$ cat config.mk
export PLATFORM = sky130hd
export DESIGN_NAME = trans_serializer
export DESIGN_NICKNAME = d
export VERILOG_FILES = /design/src/rtl/trans_pkg.sv /design/src/rtl/trans_fifo.sv /design/src/rtl/trans_serializer.sv
export SDC_FILE = /design/constraint.sdc
export NUM_CORES = 1
export LEC_CHECK = 0
export BUFFER_PORTS_ARGS = -buffer_cell sky130_fd_sc_hd__buf_4
export CORE_MARGIN = 2
export CORE_UTILIZATION = 55
export DETAILED_ROUTE_END_ITERATION = 10
export GPL_ROUTABILITY_DRIVEN = 0
export PLACE_DENSITY = 0.77
export SLEW_MARGIN = 20
export SYNTH_ARGS = -nofsm -noshare
export SYNTH_HDL_FRONTEND = slang
export SYNTH_SLANG_ARGS = --single-unit
export TNS_END_PERCENT = 20
$ cat constraint.sdc
create_clock -name clk -period 20.4 [get_ports clk]
set_input_delay 4.08 -clock clk [delete_from_list [all_inputs] [get_ports clk]]
set_output_delay 4.08 -clock clk [all_outputs]
set_load 0.01 [all_outputs]
$ cat src/rtl/trans_pkg.sv
`default_nettype none
// +--------------------------------------------------------------------------+
// | trans_pkg : shared transaction layout, CRC-8 step and serializer states  |
// | Rev 1.0                                                                  |
// +--------------------------------------------------------------------------+
package trans_pkg;

  localparam int TRANS_W     = 128;
  localparam int TRANS_BYTES = 16;

  // Field layout, shared with the upstream validator
  localparam int SENDER_MSB      = 127;
  localparam int SENDER_LSB      = 80;
  localparam int RECEIVER_MSB    = 79;
  localparam int RECEIVER_LSB    = 32;
  localparam int AMOUNT_MSB      = 31;
  localparam int AMOUNT_LSB      = 10;
  localparam int BLOCK_START_BIT = 9;

  localparam logic [7:0] CRC8_POLY = 8'h07;

  typedef enum logic [0:0] {
    ST_IDLE = 1'b0,
    ST_SEND = 1'b1
  } ser_state_e;

  // One byte of MSB-first CRC-8, no reflection
  function automatic logic [7:0] crc8_update(input logic [7:0] crc, input logic [7:0] data);
    logic [7:0] c;
    c = crc ^ data;
    for (int i = 0; i < 8; i++) begin
      c = c[7] ? ({c[6:0], 1'b0} ^ CRC8_POLY) : {c[6:0], 1'b0};
    end
    return c;
  endfunction

endpackage
`default_nettype wire

$ cat src/rtl/trans_fifo.sv
`default_nettype none
// +--------------------------------------------------------------------------+
// | trans_fifo : synchronous DEPTH-entry FIFO with head-of-queue read data    |
// | Rev 1.0                                                                  |
// +--------------------------------------------------------------------------+
module trans_fifo
  import trans_pkg::*;
#(
  parameter int DEPTH = 8,
  parameter int W     = TRANS_W
) (
  input  logic                     clk,
  input  logic                     rst,
  input  logic                     push,
  input  logic [W-1:0]             wdata,
  input  logic                     pop,
  output logic [W-1:0]             rdata,
  output logic [$clog2(DEPTH):0]   level,
  output logic                     full,
  output logic                     empty
);

  localparam int PW = $clog2(DEPTH);
  localparam int LW = PW + 1;
  localparam logic [LW-1:0] FULL_LVL = LW'(DEPTH);

  logic [W-1:0]  mem_q [DEPTH];
  logic [PW-1:0] wr_ptr_q, wr_ptr_d;
  logic [PW-1:0] rd_ptr_q, rd_ptr_d;
  logic [LW-1:0] level_q, level_d;
  logic          do_push, do_pop;

  assign full    = (level_q == FULL_LVL);
  assign empty   = (level_q == '0);
  assign do_push = push && !full;
  assign do_pop  = pop && !empty;
  assign rdata   = mem_q[rd_ptr_q];
  assign level   = level_q;

  // Pointers wrap naturally because DEPTH is a power of two
  always_comb begin
    wr_ptr_d = wr_ptr_q;
    rd_ptr_d = rd_ptr_q;
    level_d  = level_q;
    if (do_push) wr_ptr_d = wr_ptr_q + PW'(1);
    if (do_pop)  rd_ptr_d = rd_ptr_q + PW'(1);
    case ({do_push, do_pop})
      2'b10:   level_d = level_q + LW'(1);
      2'b01:   level_d = level_q - LW'(1);
      default: level_d = level_q;
    endcase
  end

  always_ff @(posedge clk or posedge rst) begin
    if (rst) begin
      wr_ptr_q <= '0;
      rd_ptr_q <= '0;
      level_q  <= '0;
    end else begin
      wr_ptr_q <= wr_ptr_d;
      rd_ptr_q <= rd_ptr_d;
      level_q  <= level_d;
    end
  end

  always_ff @(posedge clk) begin
    if (do_push) mem_q[wr_ptr_q] <= wdata;
  end

endmodule
`default_nettype wire

$ cat src/rtl/trans_serializer.sv
`default_nettype none
// +--------------------------------------------------------------------------+
// | trans_serializer : buffers validated transactions and streams them out   |
// | byte by byte; TRANS_SER_CRC_EN appends a CRC-8 byte to each transaction. |
// | Rev 1.0                                                                  |
// +--------------------------------------------------------------------------+
module trans_serializer
  import trans_pkg::*;
#(
  parameter int DEPTH = 8
) (
  input  logic                    clk,
  input  logic                    rst,
  input  logic [TRANS_W-1:0]      data_i,
  input  logic                    valid_i,
  output logic [7:0]              byte_o,
  output logic                    byte_valid_o,
  input  logic                    byte_ready_i,
  output logic                    sof_o,
  output logic                    eof_o,
  output logic [$clog2(DEPTH):0]  level_o,
  output logic                    overflow_o
);

`ifdef TRANS_SER_CRC_EN
  localparam logic [4:0] LAST_IDX = 5'd16;
  logic [7:0] crc_q, crc_d;
`else
  localparam logic [4:0] LAST_IDX = 5'd15;
`endif

  ser_state_e         state_q, state_d;
  logic [TRANS_W-1:0] shreg_q, shreg_d;
  logic [4:0]         idx_q, idx_d;
  logic               byte_valid_q, byte_valid_d;
  logic               sof_q, sof_d;
  logic               eof_q, eof_d;
  logic               overflow_q, overflow_d;

  logic               fifo_push, fifo_pop, fifo_full, fifo_empty;
  logic [TRANS_W-1:0] fifo_rdata;
  logic               hs, load;

  trans_fifo #(
    .DEPTH (DEPTH),
    .W     (TRANS_W)
  ) u_fifo (
    .clk   (clk),
    .rst   (rst),
    .push  (fifo_push),
    .wdata (data_i),
    .pop   (fifo_pop),
    .rdata (fifo_rdata),
    .level (level_o),
    .full  (fifo_full),
    .empty (fifo_empty)
  );

  // Full is judged on the registered level, so a same-cycle pop never rescues a write
  assign fifo_push  = valid_i && !fifo_full;
  assign overflow_d = overflow_q || (valid_i && fifo_full);
  assign hs         = byte_valid_q && byte_ready_i;

  always_comb begin
    state_d      = state_q;
    shreg_d      = shreg_q;
    idx_d        = idx_q;
    byte_valid_d = byte_valid_q;
    sof_d        = sof_q;
    eof_d        = eof_q;
    load         = 1'b0;
`ifdef TRANS_SER_CRC_EN
    crc_d        = crc_q;
`endif
    case (state_q)
      ST_IDLE: load = !fifo_empty;
      ST_SEND: begin
        if (hs) begin
          if (idx_q == LAST_IDX) begin
            if (!fifo_empty) begin
              load = 1'b1;
            end else begin
              state_d      = ST_IDLE;
              byte_valid_d = 1'b0;
              sof_d        = 1'b0;
              eof_d        = 1'b0;
              shreg_d      = '0;
            end
          end else begin
            idx_d   = idx_q + 5'd1;
            sof_d   = 1'b0;
            eof_d   = (idx_d == LAST_IDX);
            shreg_d = {shreg_q[TRANS_W-9:0], 8'h00};
`ifdef TRANS_SER_CRC_EN
            crc_d = crc8_update(crc_q, shreg_q[TRANS_W-1 -: 8]);
            // The CRC byte rides in the top of the shift register after byte 15
            if (idx_q == 5'(TRANS_BYTES - 1)) shreg_d[TRANS_W-1 -: 8] = crc_d;
`endif
          end
        end
      end
      default: state_d = ST_IDLE;
    endcase

    if (load) begin
      state_d      = ST_SEND;
      shreg_d      = fifo_rdata;
      idx_d        = '0;
      byte_valid_d = 1'b1;
      sof_d        = 1'b1;
      eof_d        = 1'b0;
`ifdef TRANS_SER_CRC_EN
      crc_d        = 8'h00;
`endif
    end
  end

  assign fifo_pop = load;

  always_ff @(posedge clk or posedge rst) begin
    if (rst) begin
      state_q      <= ST_IDLE;
      shreg_q      <= '0;
      idx_q        <= '0;
      byte_valid_q <= 1'b0;
      sof_q        <= 1'b0;
      eof_q        <= 1'b0;
      overflow_q   <= 1'b0;
`ifdef TRANS_SER_CRC_EN
      crc_q        <= 8'h00;
`endif
    end else begin
      state_q      <= state_d;
      shreg_q      <= shreg_d;
      idx_q        <= idx_d;
      byte_valid_q <= byte_valid_d;
      sof_q        <= sof_d;
      eof_q        <= eof_d;
      overflow_q   <= overflow_d;
`ifdef TRANS_SER_CRC_EN
      crc_q        <= crc_d;
`endif
    end
  end

  assign byte_o       = shreg_q[TRANS_W-1 -: 8];
  assign byte_valid_o = byte_valid_q;
  assign sof_o        = sof_q;
  assign eof_o        = eof_q;
  assign overflow_o   = overflow_q;

endmodule
`default_nettype wire

After elaboration in Yosys (flattened, before gate mapping)
Memories as Yosys holds them, arrays and structs flattened.
Index checks and enable logic that the tools add are counted.
- $add $sub $neg: 5
- $mul: 0
- div/mod/pow operators: 0
- $lt $le $gt $ge: 0
- eq/ne operators: 7
- shift operators: 0
- mux-type cells: 33
- bitwise logic cells: 1
- reduce and logical (&&, ||, !) cells: 17
- operator list (operator ; count):
    2-to-1 mux 128 bit ; 5
    2-to-1 mux 1 bit ; 22
    2-to-1 mux 5 bit ; 4
    == test 5 x 4 -> 1 bit (second input constant) ; 2
    nonzero test 2 bit ; 5
    case mux 4 bit (2 select lines) ; 1
    adder 3 x 1 -> 3 bit (second input constant) ; 2
    AND reduction 3 bit ; 2
    adder 5 x 1 -> 5 bit (second input constant) ; 1
    logical AND 1 bit ; 5
    adder 4 x 1 -> 4 bit (second input constant) ; 1
    == test 4 bit (second input constant) ; 1
    logical NOT 4 bit ; 1
    AND reduction 4 bit ; 1
    subtractor 4 x 1 -> 4 bit (second input constant) ; 1
    != test 3 x 2 -> 1 bit (second input constant) ; 1
    == test 2 x 1 -> 1 bit (second input constant) ; 1
    == test 2 bit (second input constant) ; 1
    logical NOT 1 bit ; 2
    != test 2 x 1 -> 1 bit (second input constant) ; 1
    case mux 1 bit (2 select lines) ; 1
    logical OR 1 bit ; 1
    NOT 1 bit ; 1
- register bits: 148
- latch bits: 0
- bits in writable memories: 1024
- memory bits (read-only): 0
- input port bits: 132
- output and inout bits: 16
- logic and storage cells: 74
- memories: 1
- memory list (memory ; words ; bits a word ; read ports ; clocked after memory_dff ; write ports ; line ; RTL):
    u_fifo.mem_q ; 8 ; 128 ; 1 ; 0 ; 1 ; trans_fifo.sv:27 ; logic [W-1:0] mem_q [DEPTH];

Logic depth before layout (Yosys ltp)
- depth in word-level cells: 8
- depth in mapped cells: 16
- mapped depth without buffers: 14

Hierarchy
Synthesis repeated with hierarchy kept, for this count alone.
- cells, all modules: 2024
- area, all modules: 45163.3 µm²
- modules (own cells, without submodules) (module ; times used ; cells each ; area each (µm²) ; seq. area each (µm²)):
    trans_fifo ; 1 ; 1548 ; 39080.0 ; 30999.7
    trans_serializer ; 1 ; 476 ; 6083.3 ; 3453.3

Least setup slack after synthesis
No wires, ideal clock.
- path kind: input port to flip-flop
- from: in valid_i
- to: mem u_fifo.mem_q[0][0] (netlist bit) (enable)
- setup time: 0.772 ns
- data arrival time: 13.291 ns
- required time: 19.628 ns
- setup slack: 6.337 ns
- cell stages on the path: 3
- buffers on the path: 0
- cell sequence: a21boi_0 nand2b_1 nor3_1
- word-level cells in the longest chain between the ends: 4
- ends and longest elaborated chain (item ; line ; RTL):
    start, declared ; trans_serializer.sv:15 ; input logic valid_i,
    logical AND 1 bit ; trans_serializer.sv:60 ; assign fifo_push = valid_i && !fifo_full;
    logical AND 1 bit ; trans_fifo.sv:35 ; assign do_push = push && !full;
    2-to-1 mux 1 bit ; trans_fifo.sv:67 ; if (do_push) mem_q[wr_ptr_q] <= wdata;
    2-to-1 mux 1 bit (not written as such) ; trans_fifo.sv:67 ;
    end, declared ; trans_fifo.sv:27 ;
Every way passes these cells.

Worst setup path after layout
- from: in valid_i
- to: mem u_fifo.mem_q[1][81] (netlist bit) (enable)
Same word-level chain as after synthesis.

==> summary.md <==
| Metric | Value |
|---|---|
| Slack of the critical path | 12,960 ps |
| First-pass GRT wire length | 137,800 µm |
| Synthesis-stage register bit count | 1,172 |
| Antenna violations before repair | 19 |
| Finished Cell Area | 0.05009 mm² |
| Post-CTS setup buffer count | 0 |
| Reg clk slew, reported paths | 60 ps |
| Worst setup SP type | input pin |
| Leak Pwr | 0.01613 µW |
| GRT Residual Overflow | 0 |
| Fill cells | 5,280 |
| Pre-CTS setup slack | 12,240 ps |
| Fmax | 134.4 MHz |
| CTS Root Cell | clkbuf_16 |
| TritonCTS clock tree | done |
| Post-CTS sizing | 0 |
| Worst Path Max Fanout | 64 |
| Overall Power | 6255 µW |
| Die Wd | 287.7 µm |
| Area after DPL | 0.04644 mm² |
| WP data required | 20,670 ps |
| DRC | 0 |
| Rel. slew slack | 22.30% |
| Psw | 1618 µW |
| Non-filler cells, final | 3,355 |
| Worst Setup End Kind | flop |
| Register area share after synthesis | 77.84% |
| Internal reg-to-reg setup slack | 15,760 ps |
| Post-DRT Antenna Nets | 0 |
| Htree depth | 3 |
| R2R Path Start | u_fifo.level[1] |
| Outcome | complete, no violations |
| Unique cell type count in the Yosys netlist | 42 |
| Worst Min Path Start | overflow_o |
| Final worst-path cycle share | 36.47% |
| Synth Area in Adders | 0.2261% |
| Max_cap viols | 0 |
| Final setup vio count | 0 |
| Post-synthesis mux area share | 15.98% |
| Core Region | 0.08016 mm² |
| Top cell type's share of synthesized area | 69.47% |
| Reg power frac | 51.1% |
| Fin nets | 2,328 |
| Global Route Usage Sum | 22.57% |
| Cell-internal power | 4636 µW |
| Clk_lat worst skew | 670 ps |
| Power density over cell area | 124.9 mW/mm² |
| Via Count | 20,840 |
| Clock sinks | 1,172 |
| Worst-Margin Slew | 1166 ps |
| Setup crit start | valid_i |
| Largest cells by area after synthesis | edfxtp_1 69%, mux4_2 13%, dfrtp_1 8.4%, mux2i_1 2.9%, a22oi_1 2.0% |
| PortBufs | 147 |
| Hold_buf cts | 0 |
| Num rows | 104 |
| Die area | 0.08277 mm² |
| Count of final hold-check violations | 0 |
| Max stage delay on crit path | 930 ps |
| Synth Net Count | 2,165 |
| I/O pin total | 148 |
| Final Max Tran Viols | 0 |
| Combinational family with the most area after synthesis | multiplexers |
| Period minus WS final | 7441 ps |
| Largest net degree at the start of global routing | 129 |
| Num CTS Buffers | 110 |
| Die height | 287.7 µm |
| Synthesized area per cell | 21.86 µm² |
| Vias in the first global route | 21,820 |
| Share of cells above drive strength 1 | 26.74% |
| WS Path Type | input pin to flop |
| Worst hold stages | 1 |
| Post-DP HPWL | 47,160 µm |
| Mapped Cells | 2,025 |
| DRT iter0 DRCs | 1,870 |
| Post-Synth XOR/XNOR Area | 0.1979% |
| Wire per inst | 27.33 µm |
| Ys Warns | 0 |
| Simple logic cell fraction of the synthesized area | 0.5823% |
| Placed cell count | 3,136 |
| First drt pass iteration count | 5 |
| Complex-gate fraction of the synthesized area | 3.743% |
| Setup TNS | 0 ps |
| Most frequent cells in the layout | 1,024 x edfxtp_1, 256 x mux4_2, 168 x buf_4, 145 x dfrtp_1, 128 x mux2i_1 |
| Longest Clk Path Bufs | 3 |
| Critical Path Most Common Cell | buf_4 |
| Critical Path, Cell by Cell | buf_4 > a21boi_0 > nand2_1 > nor3_2 > buf_4 > buf_4 |
| Initial Util | 55.22% |
| Hold WC Path Type | flop to flop |
| RR Endpoint | u_fifo.mem_q[1][81] |
| Dominant cell type by area after synthesis | edfxtp_1 |
| RSZ-0062 raised after global routing | false |
| Hold Path End | overflow_o |
| Peak VDD IR | 88.53 µV |
| Mapped Area | 0.04426 mm² |
| Slowest CP cell | buf_4 |
| Sw Share | 25.87% |
| Clock power frac | 32.2% |
| Arr. time, crit path | 7710 ps |
| Most common cell after layout, fill and taps aside | edfxtp_1 |
| Comb pwr share | 16.7% |
| Vias per cell | 6.211 |
| Clk_skew | 18.66 ps |
| Layout area overhead | 13.17% |
| Reg2Reg Depth | 6 |
| WL final | 91,680 µm |
## power groups by stage
stage / sequential [µW] / clock [µW] / combinational (µW)
detailed placement: 3240 / 0 / 1060
CTS: 3190 / 2050 / 1070
global placement: 3210 / 0 / 1030
global route: 3220 / 2140 / 1130
finish: 3200 / 2010 / 1050
floorplan: 3200 / 0 / 785
## per-stage QoR
step	utilization [%]	hold WS (ps)
2_1_floorplan	-	449.8
3_3_place_gp	57.94	461.0
3_5_place_dp	57.94	463.4
4_1_cts	62.46	477.5
5_1_grt	62.49	498.8
6_report	62.49	474.0
## state kept, by name, indices dropped and copies added (netlist names)
register and cells:
eof_o 1, u_fifo.rd_ptr_q 3, shreg_q 128, u_fifo.wr_ptr_q 3, u_fifo.level 4, byte_valid_o 1
sof_o 1, u_fifo.mem_q 1024, overflow_o 1, idx_q 5, state_q 1
## worst max-delay path by stage
stage / slack [ps] / end
final: 12960 / u_fifo.mem_q[1][81]
after global routing: 12730 / u_fifo.mem_q[1][81]
after CTS: 12930 / u_fifo.mem_q[1][82]
after detailed placement: 12240 / u_fifo.mem_q[1][97]
after global placement: 12290 / u_fifo.mem_q[1][81]
after floorplan: 6340 / u_fifo.mem_q[0][0]
## metal layers
layer	wire length, µm	share of wire (%)	track usage, %
met5	93	0.10	0
met4	2637	2.9	7.474
met3	6926	7.6	5.151
met2	46620	51	37.84
met1	35400	39	29.57
## kinds of logic (layout without fill, tap and decap cells)
logic type | count (synthesis) | count (layout)
fa+ha+maj | 8 | 8
mux | 386 | 386
xor+xnor | 10 | 10
other cells | 0 | 10
simple gates | 56 | 56
flops | 1172 | 1172
compound gates | 265 | 265
buf+inv | 128 | 388
## layout make-up
type | count | area, µm² | area share (%)
clock buffer | 155 | 3084 | 6.157
timing repair buffer | 174 | 1381 | 2.758
inverter | 5 | 23.77 | 0.04746
tap | 1060 | 1326 | 2.648
multi-input combinational | 725 | 9248 | 18.46
antenna | 10 | 25.02 | 0.04996
clock inverter | 54 | 539.3 | 1.077
sequential | 1172 | 34460 | 68.80
## worst max-delay path: cells and delay by family
family,cells,cell delay [ps]
AND/OR/NAND/NOR,2,1010
buffers and inverters,3,1920
AO/OA/AOI/OAI,1,580
## cells in the mapped netlist
cell type	n
nor4_1	1
xor2_1	6
o21ai_2	1
clkbuf_2	2
nand2_2	1
nor2b_1	1
ha_1	8
and3_1	3
mux2_4	1
buf_4	22
mux2_2	1
inv_1	4
nor3_1	3
clkbuf_1	45
mux4_2	256
o22ai_1	1
buf_2	38
a21o_1	1
o21ai_1	26
a21boi_0	1
nand2b_1	4
inv_2	1
or4_4	1
xnor2_1	4
dfrtp_1	148
buf_1	13
a31o_2	1
nor3b_1	1
nand4b_1	1
buf_6	3
a22o_1	1
mux2i_1	128
nand2_1	25
a32oi_1	1
o21ai_0	108
a22oi_1	120
nor2_1	13
a21bo_2	1
nand3_1	2
a41oi_1	1
a21oi_1	2
edfxtp_1	1024
(Power assumes the default switching activity.)
